==> config.mk <==
export PLATFORM = sky130hd
export DESIGN_NAME = silc_cmd_sequencer
export DESIGN_NICKNAME = d
export VERILOG_FILES = /design/src/rtl/silc_cmd_sequencer_pkg.sv /design/src/rtl/silc_pad64.sv /design/src/rtl/silc_cmd_sequencer.sv
export SDC_FILE = /design/constraint.sdc
export NUM_CORES = 1
export LEC_CHECK = 0
export CORE_AREA = 2 2 233 235
export CTS_BUF_LIST = sky130_fd_sc_hd__clkbuf_16
export DETAILED_ROUTE_END_ITERATION = 8
export DIE_AREA = 0 0 235 237
export GPL_ROUTABILITY_DRIVEN = 0
export PLACE_DENSITY = 0.5
export SETUP_SLACK_MARGIN = 0.5
export SLEW_MARGIN = 20
export SYNTH_ARGS = -nofsm -noshare
export SYNTH_HDL_FRONTEND = slang
export SYNTH_SLANG_ARGS = --single-unit
==> constraint.sdc <==
create_clock -name clk -period 11.35 [get_ports clk]
set_input_delay 1.7025 -clock clk [delete_from_list [all_inputs] [get_ports clk]]
set_output_delay 1.7025 -clock clk [all_outputs]
set_load 0.02 [all_outputs]
==> src/rtl/silc_cmd_sequencer_pkg.sv <==
// Shared command codes, sequencer state encoding and byte-count helper for the SILC
// command sequencer.
package silc_cmd_sequencer_pkg;

  localparam logic [2:0] CmdNone  = 3'd0;
  localparam logic [2:0] CmdStart = 3'd1;
  localparam logic [2:0] CmdA     = 3'd2;
  localparam logic [2:0] CmdFinA  = 3'd3;
  localparam logic [2:0] CmdM     = 3'd4;
  localparam logic [2:0] CmdFin   = 3'd5;

  typedef enum logic [3:0] {
    SeqIdle,
    SeqStart,
    SeqWStart,
    SeqAdGet,
    SeqAdCmd,
    SeqWAd,
    SeqMGet,
    SeqMCmd,
    SeqWM,
    SeqCOut,
    SeqTOut,
    SeqErr
  } seq_state_e;

  // Byte counts above a full word saturate at 8.
  function automatic logic [3:0] clamp_bytes(input logic [3:0] bytes);
    return (bytes > 4'd8) ? 4'd8 : bytes;
  endfunction

endpackage

==> src/rtl/silc_pad64.sv <==
// Byte-count to 64-bit keep mask: the top `bytes` bytes (MSB-first) are ones, the rest zero.
module silc_pad64
  import silc_cmd_sequencer_pkg::*;
(
  input  logic [3:0]  bytes,
  output logic [63:0] mask
);

  logic [6:0] shamt;

  // A shift of 64 yields zero, so bytes=8 gives an all-ones mask.
  assign shamt = {clamp_bytes(bytes), 3'b000};
  assign mask  = ~({64{1'b1}} >> shamt);

endmodule

==> src/rtl/silc_cmd_sequencer.sv <==
// Upstream driver for the SILC AEAD core: streams AD and message words into one-cycle command
// pulses, waits for core completion edges, and returns ciphertext words and the tag.
module silc_cmd_sequencer
  import silc_cmd_sequencer_pkg::*;
#(
  parameter int unsigned WIDTH        = 64,
  parameter int unsigned LEN_WIDTH    = 64,
  parameter int unsigned DONE_TIMEOUT = 1023
) (
  input  logic                 clk,
  input  logic                 rst,
  input  logic                 start,
  input  logic                 ad_valid,
  output logic                 ad_ready,
  input  logic [WIDTH-1:0]     ad_data,
  input  logic                 ad_last,
  input  logic [3:0]           ad_bytes,
  input  logic                 msg_valid,
  output logic                 msg_ready,
  input  logic [WIDTH-1:0]     msg_data,
  input  logic                 msg_last,
  input  logic [3:0]           msg_bytes,
  output logic [2:0]           core_cmd,
  output logic [WIDTH-1:0]     core_A,
  output logic [WIDTH-1:0]     core_M,
  output logic [LEN_WIDTH-1:0] core_len_A,
  input  logic                 core_done,
  input  logic [WIDTH-1:0]     core_C,
  input  logic [WIDTH-1:0]     core_T,
  output logic                 c_valid,
  input  logic                 c_ready,
  output logic [WIDTH-1:0]     c_data,
  output logic [3:0]           c_bytes,
  output logic                 c_last,
  output logic                 t_valid,
  input  logic                 t_ready,
  output logic [WIDTH-1:0]     t_data,
  output logic                 busy,
  output logic                 err_timeout
);

  localparam int unsigned CntW = $clog2(DONE_TIMEOUT + 1);
  localparam logic [CntW-1:0] CntLast = CntW'(DONE_TIMEOUT - 1);

  seq_state_e state_q, state_d;
  logic                 done_q, done_rise, in_wait;
  logic [CntW-1:0]      cnt_q, cnt_d;
  logic [2:0]           cmd_q, cmd_d;
  logic [WIDTH-1:0]     a_q, a_d, m_q, m_d;
  logic [LEN_WIDTH-1:0] len_q, len_d;
  logic                 ad_last_q, ad_last_d, msg_last_q, msg_last_d;
  logic [3:0]           msg_bytes_q, msg_bytes_d;
  logic [WIDTH-1:0]     c_data_q, c_data_d, t_data_q, t_data_d;
  logic [3:0]           c_bytes_q, c_bytes_d;
  logic                 c_last_q, c_last_d;
  logic                 err_q, err_d;
  logic                 ad_ready_q, msg_ready_q, c_valid_q, t_valid_q, busy_q;
  logic [3:0]           ad_pad_bytes, msg_pad_bytes;
  logic [63:0]          ad_mask, msg_mask;

  assign done_rise = core_done & ~done_q;
  assign in_wait   = (state_q == SeqWStart) || (state_q == SeqWAd) || (state_q == SeqWM);

  // Non-last words are always full; a zero count on the last message word means full.
  assign ad_pad_bytes  = ad_last ? ad_bytes : 4'd8;
  assign msg_pad_bytes = (!msg_last || msg_bytes == 4'd0) ? 4'd8 : clamp_bytes(msg_bytes);

  silc_pad64 u_pad_ad (
    .bytes (ad_pad_bytes),
    .mask  (ad_mask)
  );

  silc_pad64 u_pad_msg (
    .bytes (msg_pad_bytes),
    .mask  (msg_mask)
  );

  always_comb begin
    state_d     = state_q;
    cnt_d       = cnt_q;
    a_d         = a_q;
    m_d         = m_q;
    len_d       = len_q;
    ad_last_d   = ad_last_q;
    msg_last_d  = msg_last_q;
    msg_bytes_d = msg_bytes_q;
    c_data_d    = c_data_q;
    c_bytes_d   = c_bytes_q;
    c_last_d    = c_last_q;
    t_data_d    = t_data_q;
    err_d       = err_q;

    unique case (state_q)
      SeqIdle, SeqErr: begin
        if (start) begin
          state_d = SeqStart;
          err_d   = 1'b0;
        end
      end
      SeqStart:  state_d = SeqWStart;
      SeqWStart: if (done_rise) state_d = SeqAdGet;
      SeqAdGet: begin
        if (ad_valid && ad_ready_q) begin
          a_d       = ad_data & ad_mask;
          len_d     = LEN_WIDTH'({clamp_bytes(ad_pad_bytes), 3'b000});
          ad_last_d = ad_last;
          state_d   = SeqAdCmd;
        end
      end
      SeqAdCmd: state_d = SeqWAd;
      SeqWAd:   if (done_rise) state_d = ad_last_q ? SeqMGet : SeqAdGet;
      SeqMGet: begin
        if (msg_valid && msg_ready_q) begin
          m_d         = msg_data & msg_mask;
          msg_last_d  = msg_last;
          msg_bytes_d = msg_pad_bytes;
          state_d     = SeqMCmd;
        end
      end
      SeqMCmd: state_d = SeqWM;
      SeqWM: begin
        if (done_rise) begin
          c_data_d  = core_C;
          c_bytes_d = msg_bytes_q;
          c_last_d  = msg_last_q;
          if (msg_last_q) t_data_d = core_T;
          state_d   = SeqCOut;
        end
      end
      SeqCOut: if (c_ready) state_d = c_last_q ? SeqTOut : SeqMGet;
      SeqTOut: if (t_ready) state_d = SeqIdle;
      default: state_d = SeqIdle;
    endcase

    // Watchdog: a done edge on the final allowed cycle still wins over the timeout.
    if (in_wait && !done_rise) begin
      if (cnt_q == CntLast) begin
        state_d = SeqErr;
        err_d   = 1'b1;
      end else begin
        cnt_d = cnt_q + 1'b1;
      end
    end
    if (!in_wait) cnt_d = '0;

    case (state_d)
      SeqStart: cmd_d = CmdStart;
      SeqAdCmd: cmd_d = ad_last_d ? CmdFinA : CmdA;
      SeqMCmd:  cmd_d = msg_last_d ? CmdFin : CmdM;
      default:  cmd_d = CmdNone;
    endcase
  end

  always_ff @(posedge clk or posedge rst) begin
    if (rst) begin
      state_q     <= SeqIdle;
      done_q      <= 1'b1;
      cnt_q       <= '0;
      cmd_q       <= CmdNone;
      a_q         <= '0;
      m_q         <= '0;
      len_q       <= '0;
      ad_last_q   <= 1'b0;
      msg_last_q  <= 1'b0;
      msg_bytes_q <= '0;
      c_data_q    <= '0;
      c_bytes_q   <= '0;
      c_last_q    <= 1'b0;
      t_data_q    <= '0;
      err_q       <= 1'b0;
      ad_ready_q  <= 1'b0;
      msg_ready_q <= 1'b0;
      c_valid_q   <= 1'b0;
      t_valid_q   <= 1'b0;
      busy_q      <= 1'b0;
    end else begin
      state_q     <= state_d;
      done_q      <= core_done;
      cnt_q       <= cnt_d;
      cmd_q       <= cmd_d;
      a_q         <= a_d;
      m_q         <= m_d;
      len_q       <= len_d;
      ad_last_q   <= ad_last_d;
      msg_last_q  <= msg_last_d;
      msg_bytes_q <= msg_bytes_d;
      c_data_q    <= c_data_d;
      c_bytes_q   <= c_bytes_d;
      c_last_q    <= c_last_d;
      t_data_q    <= t_data_d;
      err_q       <= err_d;
      ad_ready_q  <= (state_d == SeqAdGet);
      msg_ready_q <= (state_d == SeqMGet);
      c_valid_q   <= (state_d == SeqCOut);
      t_valid_q   <= (state_d == SeqTOut);
      busy_q      <= (state_d != SeqIdle);
    end
  end

  assign core_cmd    = cmd_q;
  assign core_A      = a_q;
  assign core_M      = m_q;
  assign core_len_A  = len_q;
  assign ad_ready    = ad_ready_q;
  assign msg_ready   = msg_ready_q;
  assign c_valid     = c_valid_q;
  assign c_data      = c_data_q;
  assign c_bytes     = c_bytes_q;
  assign c_last      = c_last_q;
  assign t_valid     = t_valid_q;
  assign t_data      = t_data_q;
  assign busy        = busy_q;
  assign err_timeout = err_q;

endmodule

; ---- Word-level counts from Yosys, hierarchy flattened
; Index checks and enable logic that the tools add are counted.
[word_totals]
register_bits = 295
wordCells = 102
out_inout_bits = 334
[op_classes]
bitwise = 6
n_lt_le_gt_ge = 3
n_mux = 32
shift = 2
addsub = 1
n_eq_ne = 21
reduce_logical = 17
[op_table]
columns = cell, n
row1 = bitwise AND 64 bit, 2
row2 = NOT 64 bit, 2
row3 = "right shift 64 x 7 -> 64 bit, first input constant", 2
row4 = two-way mux 4 bit, 16
row5 = one-hot mux 4 bit (11 select lines), 1
row6 = two-way mux 10 bit, 3
row7 = "equality test 4 x 3 -> 1 bit, second input constant", 7
row8 = "equality test 4 bit, second input constant", 6
row9 = "equality test 4 x 2 -> 1 bit, second input constant", 3
row10 = "> comparator 4 bit, second input constant", 3
row11 = "adder 10 x 1 -> 10 bit, second input constant", 1
row12 = "equality test 10 bit, second input constant", 1
row13 = two-way mux 1 bit, 10
row14 = one-hot mux 3 bit (3 select lines), 1
row15 = "equality test 4 x 1 -> 1 bit, second input constant", 2
row16 = zero test 4 bit, 2
row17 = AND reduction 2 bit, 4
row18 = nonzero test 4 bit, 1
row19 = logical AND 1 bit, 3
row20 = logical OR 1 bit, 3
row21 = two-way mux 3 bit, 1
row22 = AND reduction 3 bit, 1
row23 = zero test 1 bit, 2
row24 = "inequality test 2 x 1 -> 1 bit, second input constant", 1
row25 = other kinds (4), 4

; ---- Logic depth before layout (Yosys ltp)
; Gate-level depths: netlist of run 1.
[depth]
depth_word = 8
ltp_mapped = 8
mapped_depth_nobuf = 7

; ---- Cells and area by module
; A second synthesis of run 1 with hierarchy kept.
[unflattened]
cells_unflattened = 1199
hier_area_um2 = 13083.8
[by_module_without_submodules]
columns = mod, n_inst, seq_area_each_um2, cells_per_inst, area_each_um2
row1 = silc_cmd_sequencer, 1, 7383.3, 1069, 12115.4
row2 = silc_pad64, 2, 0.0, 65, 484.2

; ---- Worst setup path after synthesis of run 1
; Ideal clock, no wire load.
[synth_path]
path_kind = input to register
startpoint = in core_done
endpoint = reg t_data_q[11] (netlist: t_data[11])
required_ns = 11.225
arrival_ns = 2.957
n_path_buf = 3
cell_stages = 6
slack_ns = 8.269
setup_ns = 0.125
path_cell_list = nor2b_1 clkbuf_1 nand4_1 clkbuf_1 buf_2 mux2_2
[synth_between]
elab_chain_len = 2
[synth_lines]
columns = element, line
row1 = start: declaration, silc_cmd_sequencer.sv:27  ; input logic core_done,
row2 = bitwise AND 1 bit, silc_cmd_sequencer.sv:61  ; assign done_rise = core_done & ~done_q;
row3 = AND reduction 3 bit (no line), --
row4 = end signal: assignment, silc_cmd_sequencer.sv:190  ; t_data_q <= t_data_d;
row5 = end: declaration, silc_cmd_sequencer.sv:53  ; logic [WIDTH-1:0] c_data_q, c_data_d, t_data_q, t_data_d;
; Every way passes these cells.
; A chain may end at the register's enable or synchronous reset.

==> metrics.md, run 1 <==
| Metric | Value |
|---|---|
| Site row count | `85` |
| Hold depth | `2` |
| Top cells by area, synth | `dfrtp_1 (63%), mux2_2 (13%), a22o_1 (7.8%)` |
| CP Launch Type | `input port` |
| Placed Instance Area | `approximately 18000 µm²` |
| Io pins | `around 600` |
| Worst relative slew slack | `between 30% and 40%` |
| Crit path launch | `ad_valid` |
| Worst skew pair latency | `530 ps` |
| Total length of routed wires | `~39000 µm` |
| PostCTS Resize Cnt | `0` |
| Initial core utilization | `between 20% and 30%` |
| Util after Layout | `roughly 35%` |
| Clock skew | `between 8 and 9 ps` |
| Reg2reg end | `msg_ready` |
| Clock share of power | `roughly 29%` |
| R2R setup slack | `7940 ps` |
| Share of layout cells above drive strength 1 | `between 10% and 20%` |
| Switching Fraction | `between 30 and 40%` |
| Top routing layer used | `met4` |
| RR Startpoint | `state_q[3]` |
| Reg power frac | `36.9%` |
| Overflow after GRT | `0` |
| Tightest Pin Transition | `about 980 ps` |
| Register area share after synthesis | `around 63%` |
| Global-route wire length before repair | `about 59000 µm` |
| Top cell type by total area after synthesis | `dfrtp_1` |
| DIE HEIGHT | `between 200 and 250 µm` |
| ANT cells | `0` |
| Post-Syn Area | `between 10000 and 15000 µm²` |
| Post-DP HPWL | `28150 µm` |
| Int Pwr | `between 2000 and 3000 µW` |
| CP Data Required Time | `around 12000 ps` |
| GRT Total Usage | `about 14%` |
| Port-buffer cells | `547` |
| Tcrit/Tclk final | `38.59%` |
| Sink Count | `~300` |
| Number of buffers created by CTS | `38` |
| Residual DRC | `0` |
| Layout area overhead | `61.46%` |
| Post-CTS Repair Setup Buffers | `0` |
| Final ANT Viol Nets | `0` |
| Arr. time, crit path | `approximately 4800 ps` |
| Post-synth EDFFs | `0` |
| Setup crit end | `err_timeout` |
| Vias in the first global route | `about 9300` |
| Combinational power share | `around 35%` |
| Nets | `between 1500 and 2000` |
| Synth top area share | `62.85%` |
| Crit-path slowest cell | `inv_1` |
| Worst hold slack | `approximately 460 ps` |
| Min-Delay Path Class | `reg2reg` |
| CTS tree | `built` |
| Routed vias/inst | `4.136` |
| Hold_buf cts | `0` |
| Post-synth top flop | `dfrtp_1` |
| Clock buffer depth | `3` |
| Slew Limit Fails | `0` |
| Wire per inst | `between 15 and 20 µm` |
| CP endpoint kind | `flip-flop` |
| Setup-failing EPs final | `0` |
| Pre-antenna DRT Iters | `4` |
| Largest net degree at the start of global routing | `slightly above 90` |
| Share of async-settable or async-resettable flops after synthesis | `100.0%` |
| Cells after synthesis | `roughly 880` |
| Avg Cell Area, Syn | `approximately 13 µm²` |
| Met3 wire len | `around 2900 µm` |
| Peak supply drop | `between 0.00008 and 0.00009 V` |
| Final Hold Viols | `0` |
| H-tree depth | `2` |
| Root Driver | `clkbuf_16` |
| Worst hold start | `core_A[39]` |
| Psw | `around 1300 µW` |
| M1 WL | `approximately 16000 µm` |
| Core area | `approximately 53000 µm²` |
| Met2 wire len | `approximately 19000 µm` |
| Die width | `around 240 µm` |
| Total Neg Setup Slack | `0 ps` |
| Yosys warns | `0` |
| Top-count cell post-synth | `dfrtp_1` |
| Flops & latches, synth | `between 200 and 300` |
| Clock-pin slew on the worst setup and hold paths | `60 ps` |
| Yosys cell types | `52` |
| Fillcell total | `~5300` |
| PD cells | `~210 nW/µm²` |
| Reg2Reg Depth | `7` |
| CP max FO | `a little over 70` |
| RSZ-0062 raised after global routing | `no` |
| Slowest cell delay on critical path | `650 ps` |
| CP Buf/Inv Count | `3` |
| Initial antenna violation count | `0` |
| Maxcap violations | `0` |
| Leak | `0.008591 µW` |
| Initial DRC Count | `435` |
| WS Path Type | `in2reg` |
| Outcome | `finished clean` |
| Critical path cell sequence | `clkdlybuf4s50_1, nand3_1, or4b_2, buf_4, inv_1, a2111oi_2, nand4_1, o22a_1` |
| FMAX | `around 0.23 GHz` |
| Final Cell Area | `18900 µm²` |
| DR vias | `between 8000 and 9000` |
| Most frequent cells after synthesis | `dfrtp_1 (294), mux2_2 (132), a22o_1 (104)` |
| Critical path depth in cells | `8` |
| Cell family with most CP delay | `buffers and inverters` |
| DIE AREA | `roughly 56000 µm²` |
| Tmin final | `roughly 4400 ps` |
placed cells by master (no fill, tap or decap), drive strengths merged, types with 3 or more instances in the layout:
master         instances
nor4                   6
nor2                  23
clkdlybuf4s50        547
a21oi                 17
o21ai                  8
nand3                 33
nor4b                  3
clkbuf                41
nor2b                  6
inv                   22
dfrtp                294
nor3                   4
clkinv                10
nand2                 83
xnor2                  8
a22o                 104
nand4                  4
a2111oi                3
mux2                 132
buf                    8
conb                  60
nand2b                 5
through the flow:
| stage | setup slack [ps] | cells | total power [µW] |
|---|---|---|---|
| detailed placement | 6427 | 2086 | 2891 |
| floorplan | 1502 | 938 | 2168 |
| CTS | 7015 | 2151 | 4074 |
| global placement | 6442 | 2086 | 2881 |
| finish | 6970 | 2151 | 4003 |
| global route | 6694 | 2151 | 4220 |
power groups by stage:
| stage | logic (µW) | registers [µW] | clock network, µW |
|---|---|---|---|
| 6_report | 1380 | 1480 | 1150 |
| 4_1_cts | 1400 | 1480 | 1190 |
| 2_1_floorplan | 396 | 1770 | 0 |
| 3_5_place_dp | 1400 | 1490 | 0 |
| 3_3_place_gp | 1400 | 1490 | 0 |
| 5_1_grt | 1470 | 1510 | 1240 |
metal layers:
layer	global-route usage, %	up-vias
li1	-	4099
met1	17.15	4386
met2	22.17	357
met3	4.383	55
met4	3.644	0
met5	0	-
worst register-to-register path, stage by stage (launching register included):
cell,delay [ps]
dfrtp_1,570
nand2b_1,200
nor3b_1,110
nand3_2,110
buf_4,640
inv_1,590
a2111oi_2,710
nor4b_1,370
kinds of logic (layout without fill, tap and decap cells):
logic type,Yosys count,count (layout),synth area share [%]
flops,295,295,63.07
buf+inv,115,632,5.836
compound gates,144,144,10.05
mux,133,133,12.78
other cells,1,60,0.03203
simple gates,179,179,7.268
fa+ha+maj,2,2,0.2137
xor+xnor,10,10,0.7482
worst min-delay path by stage:
stage,end,slack (ps)
2_1_floorplan,msg_bytes_q[0],430
3_3_place_gp,msg_bytes_q[1],450
3_5_place_dp,core_A[39],460
4_1_cts,core_A[32],470
5_1_grt,core_A[39],490
6_report,core_A[39],460
state kept, by name, indices dropped and copies added, names as in the netlist, 3 cells and up:
signal       flops
c_bytes          4
c_data          64
cnt_q           10
core_A          64
core_M          64
core_cmd         3
core_len_A       4
msg_bytes_q      4
state_q          4
t_data          64
cell type report:
class	count	area, µm²	area share, %
inverter	12	52.55	0.2780
timing repair buffer	555	5535	29.29
tap	696	870.8	4.607
sequential	295	7383	39.06
multi-input combinational	528	3879	20.52
clock buffer	41	1026	5.428
clock inverter	24	153.9	0.8142
Power figures use the tool's default switching activity.
==> run 2, diff against run 1 <==
--- a/config.mk
+++ b/config.mk
@@ -5,10 +5,10 @@
 export SDC_FILE = /design/constraint.sdc
 export NUM_CORES = 1
 export LEC_CHECK = 0
-export CORE_AREA = 2 2 233 235
+export CORE_AREA = 2 2 239 241
 export CTS_BUF_LIST = sky130_fd_sc_hd__clkbuf_16
 export DETAILED_ROUTE_END_ITERATION = 8
-export DIE_AREA = 0 0 235 237
+export DIE_AREA = 0 0 241 243
 export GPL_ROUTABILITY_DRIVEN = 0
 export PLACE_DENSITY = 0.5
 export SETUP_SLACK_MARGIN = 0.5
==> constraint.sdc (replaced) <==
create_clock -name clk -period 3.6 [get_ports clk]
set_input_delay 0.54 -clock clk [delete_from_list [all_inputs] [get_ports clk]]
set_output_delay 0.54 -clock clk [all_outputs]
set_load 0.02 [all_outputs]
==> metrics.md, run 2 (synthesis gave the netlist of run 1 again) <==
| Metric | Value |
|---|---|
| Number of buffers created by CTS | `37` |
| Post-CTS Repair Setup Buffers | `0` |
| Overflow after GRT | `0` |
| Initial DRC Count | `430` |
| Share of layout cells above drive strength 1 | `roughly 15%` |
| Global-route wire length before repair | `between 50000 and 60000 µm` |
| Worst slack, placed | `638.0 ps` |
| Port-buffer cells | `around 550` |
| Final ANT Viol Nets | `0` |
| GRT Total Usage | `13.16%` |
| Clock-pin slew on the worst setup and hold paths | `60 ps` |
| Worst skew pair latency | `530 ps` |
| Io pins | `between 600 and 700` |
| Final Instance Count excl. Fillers | `2224` |
| Tcrit/Tclk final | `roughly three quarters` |
| Site row count | `87` |
| Leak | `0.008655 µW` |
| Pre-antenna DRT Iters | `4` |
| PostCTS Resize Cnt | `0` |
| Worst relative slew slack | `about two fifths` |
| DIE AREA | `about 59000 µm²` |
| Total length of routed wires | `39530 µm` |
| Nets | `roughly 1700` |
| Initial core utilization | `about a fifth` |
| H-tree depth | `2` |
| Min-Delay Path Class | `in2async` |
| Commonest non-fill, non-tap cell in the layout | `clkdlybuf4s50_1` |
| ANT cells | `0` |
| Slew Limit Fails | `0` |
| Arr. time, crit path | `slightly above 3000 ps` |
| Die width | `241 µm` |
| Initial antenna violation count | `2` |
| CP max FO | `between 40 and 50` |
| CP Data Required Time | `4060 ps` |
| Dpl cells | `2160` |
| Root Driver | `clkbuf_16` |
| Routed vias/inst | `roughly 4` |
| Core area | `~56000 µm²` |
| CTS tree | `built` |
| Post-DP HPWL | `29620 µm` |
| DIE HEIGHT | `243 µm` |
| FMAX | `0.3774 GHz` |
| Outcome | `finished clean` |
| Final Hold Viols | `0` |
| WS Path Type | `reg2reg` |
| Most frequent cells in the layout | `clkdlybuf4s50_1 (547), dfrtp_1 (294), mux2_2 (132)` |
| Clock skew | `12.47 ps` |
| Tightest Pin Transition | `921.0 ps` |
| CP endpoint kind | `flip-flop` |
| Total Neg Setup Slack | `0 ps` |
| DR vias | `approximately 8900` |
| Largest net degree at the start of global routing | `approximately 90` |
| Wire per inst | `between 15 and 20 µm` |
| Maxcap violations | `0` |
| Final worst slack | `950.0 ps` |
| Tmin final | `between 2000 and 3000 ps` |
| Peak supply drop | `approximately 0.00033 V` |
| Sink Count | `295` |
| Clock buffer depth | `3` |
| RSZ-0062 raised after global routing | `no` |
| Hold_buf cts | `0` |
| Layout area overhead | `63.37%` |
| PD cells | `around 660 nW/µm²` |
| Worst hold slack | `roughly 420 ps` |
| Residual DRC | `0` |
| Vias in the first global route | `roughly 9500` |
| Setup-failing EPs final | `0` |
| CP Launch Type | `flip-flop` |
run 2: cell types whose count changed in the layout (fill, tap and decap cells not counted), moves of 3 or more:
cell,delta
inv_1,-5
clkbuf_16,-4
buf_4,+8
clkinv_2,+3
buf_12,+6
run 2: layout make-up:
cell class / instances / area, µm²
sequential: 295 / 7383
inverter: 12 / 48.80
timing repair buffer: 569 / 5715
clock inverter: 27 / 226.5
tap: 756 / 945.9
clock buffer: 37 / 925.9
fill: 5622 / 36830
multi-input combinational: 528 / 3879
run 2: path summary, 6_finish.rpt:
kind	from	end	slack [ps]	depth (start not counted)
setup reg to reg	state_q[3]	core_M[55]	950	6
max in group asynchronous	rst	t_data[34]	2210	4
hold / removal	rst	msg_bytes_q[1]	420	2
hold reg to reg	msg_bytes_q[0]	msg_bytes_q[0]	460	2
min in group clk	msg_bytes_q[0]	msg_bytes_q[0]	460	2
setup / recovery	state_q[3]	core_M[55]	950	6
run 2: worst max-delay path, stage by stage, from the launching register on:
cell and delay [ps]:
dfrtp_1 510, nand2b_1 220, nor3b_1 340, nand3_2 180
buf_4 320, a31oi_1 750, a22o_1 240
run 2: stage by stage:
stage | util [%] | total power, µW | cell area [µm²]
final | 34.18 | 12610 | 19120
after global routing | 34.18 | 13320 | 19120
after CTS | 34.18 | 12850 | 19120
after detailed placement | 32.12 | 9144 | 17970
after global placement | 32.12 | 9107 | 17970
after floorplan | - | 6836 | 11930
run 2: per-layer routing:
| metal | wire length (µm) | global-route usage [%] | vias to the layer above | share of wire, % |
|---|---|---|---|---|
| li1 | - | - | 4134 | - |
| met1 | 15690 | 15.89 | 4376 | 40 |
| met5 | 24 | 0 | - | 0.061 |
| met2 | 18990 | 21.51 | 358 | 48 |
| met3 | 3705 | 4.799 | 68 | 9.4 |
| met4 | 1117 | 4.484 | 4 | 2.8 |
run 2: report_power, final:
group          total [µW]  switching (µW)  internal, µW
Sequential           4660             512          4140
Clock                3580            1430          2150
Combinational        4380            2120          2260
Total               12600            4060          8550
==> variant 1: new RTL, settings of run 2 <==
The 12 states of `seq_state_e` get a Gray code encoding in 4 bits.
--- a/src/rtl/silc_cmd_sequencer_pkg.sv
+++ b/src/rtl/silc_cmd_sequencer_pkg.sv
@@ -10,18 +10,18 @@
   localparam logic [2:0] CmdFin   = 3'd5;
 
   typedef enum logic [3:0] {
-    SeqIdle,
-    SeqStart,
-    SeqWStart,
-    SeqAdGet,
-    SeqAdCmd,
-    SeqWAd,
-    SeqMGet,
-    SeqMCmd,
-    SeqWM,
-    SeqCOut,
-    SeqTOut,
-    SeqErr
+    SeqIdle   = 4'b0000,
+    SeqStart  = 4'b0001,
+    SeqWStart = 4'b0011,
+    SeqAdGet  = 4'b0010,
+    SeqAdCmd  = 4'b0110,
+    SeqWAd    = 4'b0111,
+    SeqMGet   = 4'b0101,
+    SeqMCmd   = 4'b0100,
+    SeqWM     = 4'b1100,
+    SeqCOut   = 4'b1101,
+    SeqTOut   = 4'b1111,
+    SeqErr    = 4'b1110
   } seq_state_e;
 
   // Byte counts above a full word saturate at 8.
Function: same outputs for any inputs over 4 cycles, from zero or initial values and one cycle with rst high; so few cycles prove little.
==> variant 1 against run 2 <==
Final area up 0.76%; non-clock buffer count up 2; power up 1.0%; synthesized area up 1.5%; wire length up 1.1%; setup slack worse by 0.0073 ns; sequential cell count unchanged.
==> variant 1: results (changes against run 2) <==
- Worst-path maximum fanout: 28 (-43%)
- Share of layout cells above drive strength 1: 0.144 (-0.00729)
- Clock latency on the worst-skew pair: 0.53 ns (about the same)
- Register-to-Register Path Depth: 5 (-1)
- Worst vdd ir: 0.265 mV (-19%)
- Relative slew slack: 0.503 (+0.120)
- Adder-cell share of the synthesized area: 0.00211 (-0.0000311)
- Inst Count DP: 2152 (-0.37%)
- Largest net degree at the start of global routing: 85 (-7.6%)
- Cell Area, Placed: 0.0181 sq mm (+0.56%)
- Final Hold Fails: 0 (unchanged)
- HPWL Detailed: 29900 microns (+1.1%)
- Routed WL: 40000 microns (+1.1%)
- Commonest cells in the netlist: dfrtp_1 (294), a22o_1 (104), nand2_1 (87)
- CP top delay family: simple AND/OR/NAND/NOR gates
- First-pass detailed-route iteration total: 4 (unchanged)
- Pre-CTS setup slack: 0.523 ns (-0.115 ns)
- Data arrival time of the critical path: 3.11 ns (about the same)
- Yosys warns: 0 (unchanged)
- Initial DRC Count: 278 (-35%)
- Post-Syn Instances: 871 (-0.91%)
- Vias: 8939 (-0.011%)
- First-pass GRT wire length: 58600 microns (-0.85%)
- Clock transition at path regs: around 0.050 ns
- Initial antenna violation count: 1 (-1)
- Synth Area in Compound Gates: 0.0962 (-0.00430)
- Vias in the first global route: 9435 (-0.64%)
- Async set-reset flop share out of synthesis: 1.00 (unchanged)
- Setup Fix Bufs, Post-CTS: 0 (unchanged)
- Final Skew: 0.0120 ns (-0.000504 ns)
- Post-synthesis xor/xnor area fraction: 0.00811 (+0.000629)
- Fillers: 5637 (+0.27%)
- Worst path slowest cell: or3_2
- Leakage: 8.89 nW (+2.7%)
- Htree depth: 2 (unchanged)
- CP max stage delay: 0.72 ns (-0.03 ns)
- Area added between synthesis and finish: 62.2%
- Mux contribution to synthesized area: 0.137 (+0.00899)
- Vias per std cell: 4.04 (+0.40%)
- Power Internal: 0.00867 W (+1.4%)
- Fin nets: 1712 (-0.41%)
- Status: finished, final reports clean
- Area contributors post-synth: dfrtp_1 (62%), mux2_2 (7.9%), a22o_1 (7.7%)
- Total CTS buffers: 37 (unchanged)
- Distinct cells, synth: 54 (+3.8%)
- Max_cap viols: 0 (unchanged)
- Number of buffers added on ports: 547 (unchanged)
- Register area share after synthesis: 0.622 (-0.00917)
- Antenna Cells: 0 (unchanged)
- Tot GR Track Use: 0.131 (-0.000839)
## variant 1: final cells by class
| class | count | share of cell area |
|---|---|---|
| Inverter | 9 | 0.00195 |
| Sequential cell | 295 | 0.383 |
| Multi-Input combinational cell | 522 | 0.208 |
| Clock inverter | 25 | 0.0126 |
| Tap cell | 756 | 0.0491 |
| Clock buffer | 37 | 0.0480 |
| Timing Repair Buffer | 571 | 0.297 |
## variant 1: per-layer routing
layer,GRT usage,vias up,routed length (microns)
met5,0,-,13
met3,0.0507,60,3950
met2,0.225,352,19700
met1,0.148,4426,15400
met4,0.0398,2,897
li1,-,4099,-
## variant 1: per-stage QoR
| stage | power [W] | hold slack, ns |
|---|---|---|
| floorplan | 0.00686 | 0.435 |
| global placement | 0.00918 | 0.452 |
| detailed placement | 0.00920 | 0.457 |
| CTS | 0.0130 | 0.410 |
| global route | 0.0134 | 0.445 |
| finish | 0.0127 | 0.436 |
## variant 1: final timing paths
check | from | end | slack, ns
setup / recovery | state_q[1] | core_A[55] | 0.94
hold / removal | rst | c_data[55] | 0.44
setup reg to reg | state_q[1] | core_A[55] | 0.94
hold reg to reg | core_A[34] | core_A[34] | 0.46
max in group asynchronous | rst | core_A[41] | 2.18
min in group clk | core_A[34] | core_A[34] | 0.46
## variant 1: kinds of logic (layout without fill, tap and decap cells)
family,after synthesis,count (layout)
flops,295,295
mux,132,132
fa+ha+maj,2,2
other cells,1,60
xor+xnor,11,11
simple gates,179,179
buf+inv,113,642
compound gates,138,138
## variant 1: power by group through the flow
stage | combinational, W | clock [W] | sequential, W
after floorplan | 0.00122 | 0 | 0.00564
after global placement | 0.00441 | 0 | 0.00477
after detailed placement | 0.00442 | 0 | 0.00477
after CTS | 0.00444 | 0.00380 | 0.00473
after global routing | 0.00465 | 0.00393 | 0.00484
final | 0.00438 | 0.00363 | 0.00472
==> variant 2: new RTL, settings of run 2 <==
Without the edit above. `DONE_TIMEOUT`: 1023 -> 511.
--- a/src/rtl/silc_cmd_sequencer.sv
+++ b/src/rtl/silc_cmd_sequencer.sv
@@ -5,7 +5,7 @@
 #(
   parameter int unsigned WIDTH        = 64,
   parameter int unsigned LEN_WIDTH    = 64,
-  parameter int unsigned DONE_TIMEOUT = 1023
+  parameter int unsigned DONE_TIMEOUT = 511
 ) (
   input  logic                 clk,
   input  logic                 rst,
Check against the original RTL: same outputs for any inputs over 4 cycles, from zero or initial values and one cycle with rst high; that may be too few to reach the edited logic, so the function may still have changed.
==> variant 2 against run 2 <==
Critical path depth unchanged; clock power fell by 6.7%; synthesized area increased by 1.4%; final area rose by 0.27%; largest power group unchanged; via count rose by 6.6%; die area unchanged; critical path type unchanged; sequential cell count fell by 1; setup slack better by 0.017 ns; synthesized cell count rose by 17%; wire length grew 7.7%; power grew 0.75%.
==> variant 2: results (changes against run 2) <==
- Status: finished, final reports clean
- Post-Syn Instances: 1025 (+17%)
- Final Skew: 0.0187 ns (+0.00627 ns)
- Layout Cells excl Fill: 2364 (+6.3%)
- Vias in the first global route: 10100 (+6.6%)
- Register area share after synthesis: 0.620 (-0.0108)
- CP top delay family: simple AND/OR/NAND/NOR gates
- Tot GR Track Use: 0.141 (+0.00894)
- Multi-input gate count: 671 (+27%)
- Seq_cells: 294 (-0.34%)
- Hold Worst Slack: 0.464 ns (+0.0402 ns)
- Relative slew slack: 0.434 (+0.0510)
- Post-synthesis xor/xnor area fraction: 0.00812 (+0.000635)
- Fillers: 5716 (+1.7%)
- Initial DRC Count: 355 (-17%)
- First-pass GRT wire length: 62900 microns (+6.5%)
- Layout buffering overhead excluding clock cells: 0.300 (+0.00153)
- Largest net degree at the start of global routing: 75 (-18%)
- Register-to-Register Path Depth: 6 (unchanged)
- Fraction of area in multi-input gates: 0.210 (+0.00682)
- Share of layout cells above drive strength 1: 0.0920 (-0.0592)
- Vias per std cell: 4.03 (+0.33%)
- Cell Area, Placed: 0.0181 sq mm (+0.78%)
- Pwr/cell area: 662 mW/mm^2 (+0.47%)
- Mux contribution to synthesized area: 0.0788 (-0.0490)
- R2r endpoint: c_bytes[1]
- R2R Setup Slk: 0.97 ns (+0.02 ns)
- Initial antenna violation count: 1 (-1)
- ClkCell Share: 0.0555 (-0.00473)
- Routed WL: 42600 microns (+7.7%)
- CP max stage delay: 0.58 ns (-0.17 ns)
- Reg2reg start: state_q[2]
- Worst path slowest cell: buf_4
- Inverters: 6 (-6)
- HPWL Detailed: 31600 microns (+6.6%)
- Worst vdd ir: 0.334 mV (+1.9%)
- Buffers excl. clock: 575 (+1.1%)
- Worst hold path type: in2reg
- Seq/total area: 0.384 (-0.00236)
- Pre-CTS setup slack: 0.811 ns (+0.173 ns)
## variant 2: cell types whose count changed in the layout (fill, tap and decap cells not counted), sizes merged, moves of 6 or more
cell   before  now
nand2      83  307
a22o      104   96
xnor2       8    1
xor2        2   10
mux2      132   65
buf        22   28
## variant 2: cell families (layout without fill, tap and decap cells)
logic type,count (synthesis),in the layout
buffers and inverters,119,643
DFF,294,294
and+or+nand+nor,403,403
xor gates and xnor gates,11,11
AOI/OAI and AO/OA,128,128
muxes,67,67
other,1,60
adders and majority gates,2,2
## variant 2: routing by layer
layer,up-vias,global-route usage,part of all wire,wire length [microns]
li1,4456,-,-,-
met1,4609,0.164,0.40,16900
met2,416,0.239,0.48,20400
met3,51,0.0561,0.10,4470
met4,2,0.0343,0.018,778
met5,-,0,0.00031,13
## variant 2: report_power, final
part           total [W]  switching [W]  internal, W
combinational    0.00457        0.00232      0.00224
sequential       0.00479       0.000601      0.00419
clock            0.00334        0.00142      0.00193
